`src/rtl/servo_pwm_multi.sv`:
```
// Multi-channel servo PWM: one shared period counter, double-buffered period and pulsewidths.
// Optional macro SERVO_PWM_POLARITY_EN adds a per-channel output polarity input (pol).
module servo_pwm_multi #(
   parameter int unsigned WIDTH    = 16,
   parameter int unsigned CHANNELS = 4,
   parameter int unsigned AW       = $clog2(CHANNELS + 1)
) (
   input  logic                clk,
   input  logic                rst,
   input  logic                en,
   input  logic                wr_en,
   input  logic [AW-1:0]       wr_addr,
   input  logic [WIDTH-1:0]    wr_data,
`ifdef SERVO_PWM_POLARITY_EN
   input  logic [CHANNELS-1:0] pol,
`endif
   output logic [CHANNELS-1:0] pwm_out,
   output logic                period_end,
   output logic                upd_pending
);

   logic [WIDTH-1:0]    cnt_q, cnt_d;
   logic [WIDTH-1:0]    act_period_q, act_period_d;
   logic [WIDTH-1:0]    shd_period_q, shd_period_d;
   logic [WIDTH-1:0]    act_pw_q [CHANNELS];
   logic [WIDTH-1:0]    act_pw_d [CHANNELS];
   logic [WIDTH-1:0]    shd_pw_q [CHANNELS];
   logic [WIDTH-1:0]    shd_pw_d [CHANNELS];
   logic [CHANNELS-1:0] pwm_q, pwm_d;
   logic                period_end_q, period_end_d;
   logic                upd_pending_q, upd_pending_d;
   logic                wrap;
   logic                wr_valid;
   logic                cmp;

   always_comb begin
      wrap     = en & (cnt_q == act_period_q);
      wr_valid = wr_en & (wr_addr <= AW'(CHANNELS));

      cnt_d = (!en || wrap) ? '0 : cnt_q + 1'b1;

      // Active registers sample the shadows before this cycle's write lands,
      // so a write coinciding with a wrap takes effect one period later.
      shd_period_d = shd_period_q;
      act_period_d = act_period_q;
      if (wr_valid && (wr_addr == AW'(CHANNELS))) shd_period_d = wr_data;
      if (!en || wrap) act_period_d = shd_period_q;

      pwm_d = '0;
      cmp   = 1'b0;
      for (int unsigned i = 0; i < CHANNELS; i++) begin
         shd_pw_d[i] = shd_pw_q[i];
         act_pw_d[i] = act_pw_q[i];
         if (wr_valid && (wr_addr == AW'(i))) shd_pw_d[i] = wr_data;
         if (!en || wrap) act_pw_d[i] = shd_pw_q[i];
         cmp = (cnt_q < act_pw_q[i]);
`ifdef SERVO_PWM_POLARITY_EN
         pwm_d[i] = en ? (cmp ^ pol[i]) : pol[i];
`else
         pwm_d[i] = en & cmp;
`endif
      end

      period_end_d  = wrap;
      upd_pending_d = en & (wr_valid | (upd_pending_q & ~wrap));
   end

   always_ff @(posedge clk) begin
      if (rst) begin
         cnt_q         <= '0;
         act_period_q  <= '1;
         shd_period_q  <= '1;
         pwm_q         <= '0;
         period_end_q  <= 1'b0;
         upd_pending_q <= 1'b0;
         for (int unsigned i = 0; i < CHANNELS; i++) begin
            act_pw_q[i] <= '0;
            shd_pw_q[i] <= '0;
         end
      end else begin
         cnt_q         <= cnt_d;
         act_period_q  <= act_period_d;
         shd_period_q  <= shd_period_d;
         pwm_q         <= pwm_d;
         period_end_q  <= period_end_d;
         upd_pending_q <= upd_pending_d;
         for (int unsigned i = 0; i < CHANNELS; i++) begin
            act_pw_q[i] <= act_pw_d[i];
            shd_pw_q[i] <= shd_pw_d[i];
         end
      end
   end

   assign pwm_out     = pwm_q;
   assign period_end  = period_end_q;
   assign upd_pending = upd_pending_q;

endmodule

```
`config.mk`:
```
export PLATFORM = sky130hd
export DESIGN_NAME = servo_pwm_multi
export DESIGN_NICKNAME = d
export VERILOG_FILES = /design/src/rtl/servo_pwm_multi.sv
export SDC_FILE = /design/constraint.sdc
export NUM_CORES = 1
export LEC_CHECK = 0
export BUFFER_PORTS_ARGS = -buffer_cell sky130_fd_sc_hd__buf_2
export CORE_MARGIN = 5
export CORE_UTILIZATION = 58
export CTS_BUF_LIST = sky130_fd_sc_hd__clkbuf_4
export DETAILED_ROUTE_END_ITERATION = 8
export HOLD_SLACK_MARGIN = 0.1
export PLACE_DENSITY_LB_ADDON = 0.08
export SLEW_MARGIN = 20
export SYNTH_ARGS = -nofsm -noshare
export SYNTH_HDL_FRONTEND = slang
export SYNTH_SLANG_ARGS = --single-unit
```
`constraint.sdc`:
```
create_clock -name clk -period 5.85 [get_ports clk]
set_clock_uncertainty 0.2 [all_clocks]
set_input_delay 1.17 -clock clk [delete_from_list [all_inputs] [get_ports clk]]
set_output_delay 1.17 -clock clk [all_outputs]
set_load 0.05 [all_outputs]
```
# [After elaboration in Yosys (flattened, before gate mapping)]
# Memories as Yosys holds them, arrays and structs flattened.
# Cells that the tools add are included.
# W data, S select, Z words.
[totals] regBits=54 ramBits=128 in_bits=23 output_inout_bits=6 wordCells=65 memories=2
[mem_list] memory="act_pw_q" words=4 word_bits=16 read_ports=4 rd_clocked_by_memory_dff=0 write_ports=4 line_no="25" rtl="logic [WIDTH-1:0] act_pw_q [CHANNELS];"
[mem_list] memory="shd_pw_q" words=4 word_bits=16 read_ports=4 rd_clocked_by_memory_dff=0 write_ports=4 line_no="27" rtl="logic [WIDTH-1:0] shd_pw_q [CHANNELS];"
[classes] add_sub_neg=1 magnitude_cmp=5 n_eq_ne=5 n_mux=19 n_bitwise=18 n_reduce_logical=9
[ops] op="$mux W16" n=16
[ops] op="$lt A16 B16 Y1" n=4
[ops] op="$add A16 B1 Y16 const B" n=1
[ops] op="$eq A16 B16 Y1" n=1
[ops] op="$or A1 B1 Y1" n=9
[ops] op="$and A1 B1 Y1" n=8
[ops] op="$eq A3 B2 Y1 const B" n=2
[ops] op="$logic_and A1 B1 Y1" n=5
[ops] op="$eq A3 B1 Y1 const B" n=1
[ops] op="$eq A3 B3 Y1 const B" n=1
[ops] op="$le A3 B3 Y1 const B" n=1
[ops] op="$logic_not A3 Y1" n=1
[ops] op="$mux W1" n=3
[ops] op="$reduce_or A2 Y1" n=1
[ops] op="$logic_not A1 Y1" n=1
[ops] op="$logic_or A1 B1 Y1" n=1
[ops] op="$not A1 Y1" n=1

# [Longest topological paths before layout]
# Gate-level depths: netlist (run 1).
[depth] ltp_word=6 ltp_mapped=8 mapped_depth_nobuf=7

# [Worst setup path before layout (run 1)]
# OpenSTA, ideal clock, no wires.
[synth_timing] path_type="in2reg" startpoint="in wr_en" endpoint="mem shd_pw_q[2][10]" setup_time_ps=132 arrival_time_ps=2284 required_time_ps=5518 setup_slack_ps=3234 stages=7 n_path_buf=2 cell_sequence="nor2b_1 -> nand2_1 -> or2_2 -> clkbuf_1 -> clkbuf_1 -> nand2_1 -> a21oi_1"
[synth_lines] element="from (decl)" line_no="11" rtl="input logic wr_en,"
[synth_lines] element="to (decl)" line_no="27"

==> results of run 1 <==
registers in the layout (all words and copies together), names as in the netlist:
register      cells
act_pw_q         64
shd_pw_q         64
act_period_q     16
cnt_q            16
shd_period_q     16
pwm_out           4
period_end        1
upd_pending       1
report_power, final:
part,switching (mW),total (mW),internal [mW]
Combinational,0.0931,0.138,0.0445
Sequential,0.0133,1.27,1.26
Clock,0.437,0.657,0.219
Total,0.544,2.07,1.53
worst max-delay path: stages (launching register included):
cell	delay, ns
dfxtp_1	0.67
xor2_1	0.12
nor4_1	0.67
a41o_4	0.73
buf_4	0.77
mux2i_1	0.29
nor2_1	0.07
final cells by class:
type / instances / area (um2)
timing repair buffer: 31 / 165.2
sequential: 182 / 3643
tap: 180 / 225.2
inverter: 63 / 236.5
multi-input combinational: 652 / 4003
clock buffer: 18 / 135.1
clock inverter: 13 / 126.4
fill: 1242 / 5293
per-stage QoR:
step	cells	power, mW
2_1_floorplan	947	1.396
3_3_place_gp	1108	1.434
3_5_place_dp	1108	1.439
4_1_cts	1139	2.086
5_1_grt	1139	2.155
6_report	1139	2.069
kinds of logic after synthesis:
group | count (synthesis) | share of synthesized area (%)
simple gates | 366 | 19.73
xor+xnor | 30 | 3.238
mux | 64 | 7.894
fa+ha+maj | 61 | 9.405
compound gates | 131 | 8.911
buf+inv | 113 | 5.920
flops | 182 | 44.90
cells in the final DEF, fill, tap and decap left out, types with 9 or more instances in the layout:
cell        n
nand4_1    13
mux2i_1    64
nand3b_1   17
dfxtp_1   182
a21oi_1    96
xor2_1     23
nand2_1   171
and3_1      9
o21ai_0    13
nor3_1     16
nor2_1    112
buf_2      27
inv_1      63
ha_1       61
clkbuf_4   18
routing by layer:
layer	global-route usage [%]	up-vias	routed length, um
met1	32.00	2953	8546
met4	7.615	0	401
met5	0	-	0
met2	38.68	129	8578
li1	-	3141	-
met3	5.458	22	909
path summary, 6_finish.rpt:
check / from / to / slack, ns / cells after the start
setup / recovery: cnt_q[4]$_SDFF_PP0_ / act_pw_q[0][2]$_SDFFE_PP0P_ / 2.13 / 6
hold / removal: shd_pw_q[0][9]$_SDFFE_PP0P_ / shd_pw_q[0][9]$_SDFFE_PP0P_ / 0.26 / 2
setup reg to reg: cnt_q[4]$_SDFF_PP0_ / act_pw_q[0][2]$_SDFFE_PP0P_ / 2.13 / 6
hold reg to reg: shd_pw_q[0][9]$_SDFFE_PP0P_ / shd_pw_q[0][9]$_SDFFE_PP0P_ / 0.26 / 2
==> results_dict.tcl, run 1 <==
set metrics [dict create \
    cp_max_fo 62 \
    fin_area_mm2 0.008534 \
    synth.most_common_cell "dfxtp_1" \
    hold_viol_final 0 \
    grt_use_total_pct 23.99 \
    hold_class "reg2reg" \
    worst_ir_drop_vdd_v 0.0001810 \
    dpl_worst_slack_ns 2.169 \
    fin_hold_ws_ns 0.2618 \
    powerDensity_mw_per_mm2 242.4 \
    finalSetupViolCount 0 \
    cts_inserted_buffers 17 \
    worst_ep_required_time_ns 6.06 \
    die-area_mm2 0.01646 \
    drt_iter0_drc 443 \
    post-cts-setup-buffers 0 \
    period_share_pct 63.65 \
    max_freq_ghz 0.2686 \
    tightest_slew_ns 0.9079 \
    synth-edff-count 0 \
    nets 1031 \
    crit_arrival_ns 3.94 \
    grt_pass1_wl_mm 31.15 \
    maxCapViolCount 0 \
    endpoint_kind "flip-flop" \
    synth_cells 947 \
    startpoint_type "flip-flop" \
    period_needed_ns 3.724 \
    final_core_util_pct 61.72 \
    wire_per_inst_um 16.19 \
    die_height_um 128.3 \
    fin_ws_ns 2.126 \
    avgSynthCellArea_um2 8.569 \
    yosysWarningCount 0 \
    clock-sinks 182 \
    setup_tns_ns 0 \
    syn_nets 1031 \
    finalWirelength_mm 18.44 \
    slew_viol_final 0 \
    num_vias 6245 \
    grt_pass1_vias 6204 \
    yosys-top-cells-count "dfxtp_1 (182), nand2_1 (171), nor2_1 (112)" \
    clk_latency_ns 0.56 \
    clk_pin_slew_ns 0.14 \
    ys_seq_elements 182 \
    post_cts_resized 0 \
    syn_to_final_growth_pct 5.165 \
    ant_nets 0 \
    grt_antenna_before_repair 0 \
    cts_tree "done" \
    start_util_pct 58.69 \
    status "complete, no violations" \
    drive_above_1_share_pct 6.674 \
    syn_area_mm2 0.008115 \
    async_flop_share_pct 0 \
    cts-root-buf "clkbuf_4" \
    hold_buffers 0 \
    hpwl_mm 13.38 \
    leakage_nw 3.418 \
    num_rows 43 \
    portBuffers 28 \
    gp_congestion 0.9075 \
    dr.pass1.iters 5 \
    diodes 0 \
    rsz0062_at_grt "no" \
    route.detailed.drc 0 \
    crit_type "reg2reg" \
    synth_top_area_share_pct 44.90 \
    clk_path_buf_depth 2 \
    ios 29 \
    grt_overflow 0 \
    via_per_inst 5.483 \
    synth_top_area_cell "dfxtp_1" \
    seq_area_frac_synth_pct 44.90 \
    placed_area_mm2 0.008273 \
    maxSlewHeadroom_pct 39.47 \
    htreeDepth 4 \
    synth_cell_types 34 \
    grt_max_degree 91 \
    die_width_um 128.3 \
    synth_area_leaders "dfxtp_1 (45%), ha_1 (9.4%), nand2_1 (7.9%)" \
    core_mm2 0.01383 \
    synth_ff_type "dfxtp_1" \
]
No activity file was read; power rests on OpenSTA's default activity.
==> run 2, diff against run 1 <==
Clock period 5.85 ns to 3.25 ns, I/O delays scaled along.
==> results_dict.tcl, run 2 (synthesis gave the netlist of run 1 again) <==
set metrics [dict create \
    cts-root-buf "clkbuf_4" \
    grt_antenna_before_repair 0 \
    max_freq_ghz 0.3748 \
    period_share_pct 82.09 \
    die-area_mm2 0.01646 \
    clk_latency_ns 0.60 \
    gr-usage-met1_pct 35.28 \
    crit_buf_inv 1 \
    die_width_um 128.3 \
    wire_per_inst_um 17.54 \
    grt_use_total_pct 25.68 \
    post-cts-setup-buffers 0 \
    clk_pin_slew_ns 0.17 \
    post_cts_resized 0 \
    num_vias 6370 \
    clock-sinks 182 \
    maxSlewHeadroom_pct 41.49 \
    slew_viol_final 0 \
    grt_pass1_wl_mm 32.52 \
    route.detailed.drc 0 \
    worst_ir_drop_vdd_v 0.0004067 \
    grt_use_met2_pct 40.70 \
    clk_path_buf_depth 2 \
    final_cell_mix "dfxtp_1 (182), nand2_1 (171), nor2_1 (112), a21oi_1 (96), mux2i_1 (64)" \
    rsz0062_at_grt "no" \
    htreeDepth 4 \
    diodes 0 \
    crit_arrival_ns 2.94 \
    endpoint_kind "flip-flop" \
    cp_max_fo 36 \
    worst_ep_required_time_ns 3.52 \
    gp_congestion 0.8407 \
    grt_pass1_vias 6234 \
    cts_tree "done" \
    crit_type "reg2reg" \
    layout_commonest_cell "dfxtp_1" \
    nets 1051 \
    drive_above_1_share_pct 8.163 \
    powerDensity_mw_per_mm2 429.9 \
    hpwl_mm 14.65 \
    final_core_util_pct 63.26 \
    via_per_inst 5.491 \
    core_mm2 0.01383 \
    hold_class "in2reg" \
    startpoint_type "flip-flop" \
    finalWirelength_mm 20.35 \
    cts_inserted_buffers 17 \
    dr.pass1.iters 5 \
    die_height_um 128.3 \
    ant_nets 0 \
    num_rows 43 \
    cpMaxStageDelayCell "a41o_4" \
    grt.busiest_layer "met2" \
    path_delay_family "compound AO/OA/AOI/OAI gates" \
    portBuffers 28 \
    setup_tns_ns 0 \
    finalSetupViolCount 0 \
    leakage_nw 3.545 \
    syn_to_final_growth_pct 7.786 \
    period_needed_ns 2.668 \
    tightest_slew_ns 0.8777 \
    worstPathCellList "xor2_1, nor4_1, a41o_4, buf_12, mux2i_1, nor2_1" \
    hold_viol_final 0 \
    ios 29 \
    fin_hold_ws_ns 0.1308 \
    maxCapViolCount 0 \
    slowest_delay_ns 0.60 \
    grt_max_degree 177 \
    status "complete, no violations" \
    drt_iter0_drc 543 \
    reg_top3 "act_pw_q (64), shd_pw_q (64)" \
    start_util_pct 58.69 \
    grt_use_met3_pct 5.500 \
    grt_overflow 0 \
]
## run 2: stage by stage
step	power [mW]	instance area, um2	std cells	setup WS (ns)
2_1_floorplan	2.514	8115	947	1.154
3_3_place_gp	2.592	8443	1124	0.7550
3_5_place_dp	2.601	8443	1124	0.6556
4_1_cts	3.765	8717	1157	0.6250
5_1_grt	3.898	8747	1160	0.4672
6_report	3.760	8747	1160	0.5820
## run 2: what timing repair did
| action | in CTS | in global routing |
|---|---|---|
| hold endpoints to repair | 1 | 3 |
| hold buffers | 1 | 3 |
| setup endpoints to repair | 0 | 0 |
## run 2: final cells by class
cell class / instances / area, um2
fillers: 1213 / 5080
multi-input cells: 652 / 4003
flip-flops and latches: 182 / 3643
repair buffers: 51 / 375.4
inverters: 63 / 236.5
well taps: 180 / 225.2
clock inverters: 15 / 136.4
clock buffers: 17 / 127.6
## run 2: layer usage
metal  up-vias  wire length, um
li1       3183                -
met5         -                0
met4         0              328
met3        26             1191
met2       154             9213
met1      3007             9618
## run 2: path summary, 6_finish.rpt
kind	start	to	slack (ns)	depth (start not counted)
worst max-delay path	cnt_q[2]$_SDFF_PP0_	act_pw_q[0][2]$_SDFFE_PP0P_	0.58	6
worst min-delay path	wr_data[0]	shd_pw_q[1][0]$_SDFFE_PP0P_	0.13	3
worst max register to register	cnt_q[2]$_SDFF_PP0_	act_pw_q[0][2]$_SDFFE_PP0P_	0.58	6
worst min register to register	shd_pw_q[0][7]$_SDFFE_PP0P_	shd_pw_q[0][7]$_SDFFE_PP0P_	0.27	2
## run 2: where the power goes
group          switching [mW]  total [mW]  internal (mW)  leakage (nW)
combinational           0.173       0.264         0.0913          1.93
clock                   0.864        1.20          0.337         0.144
sequential             0.0240        2.30           2.27          1.47
## run 2: worst register-to-register path: stages (launching register included)
cell	delay (ns)
dfxtp_1	0.58
xor2_1	0.12
nor4_1	0.45
a41o_4	0.60
buf_12	0.29
mux2i_1	0.26
nor2_1	0.05
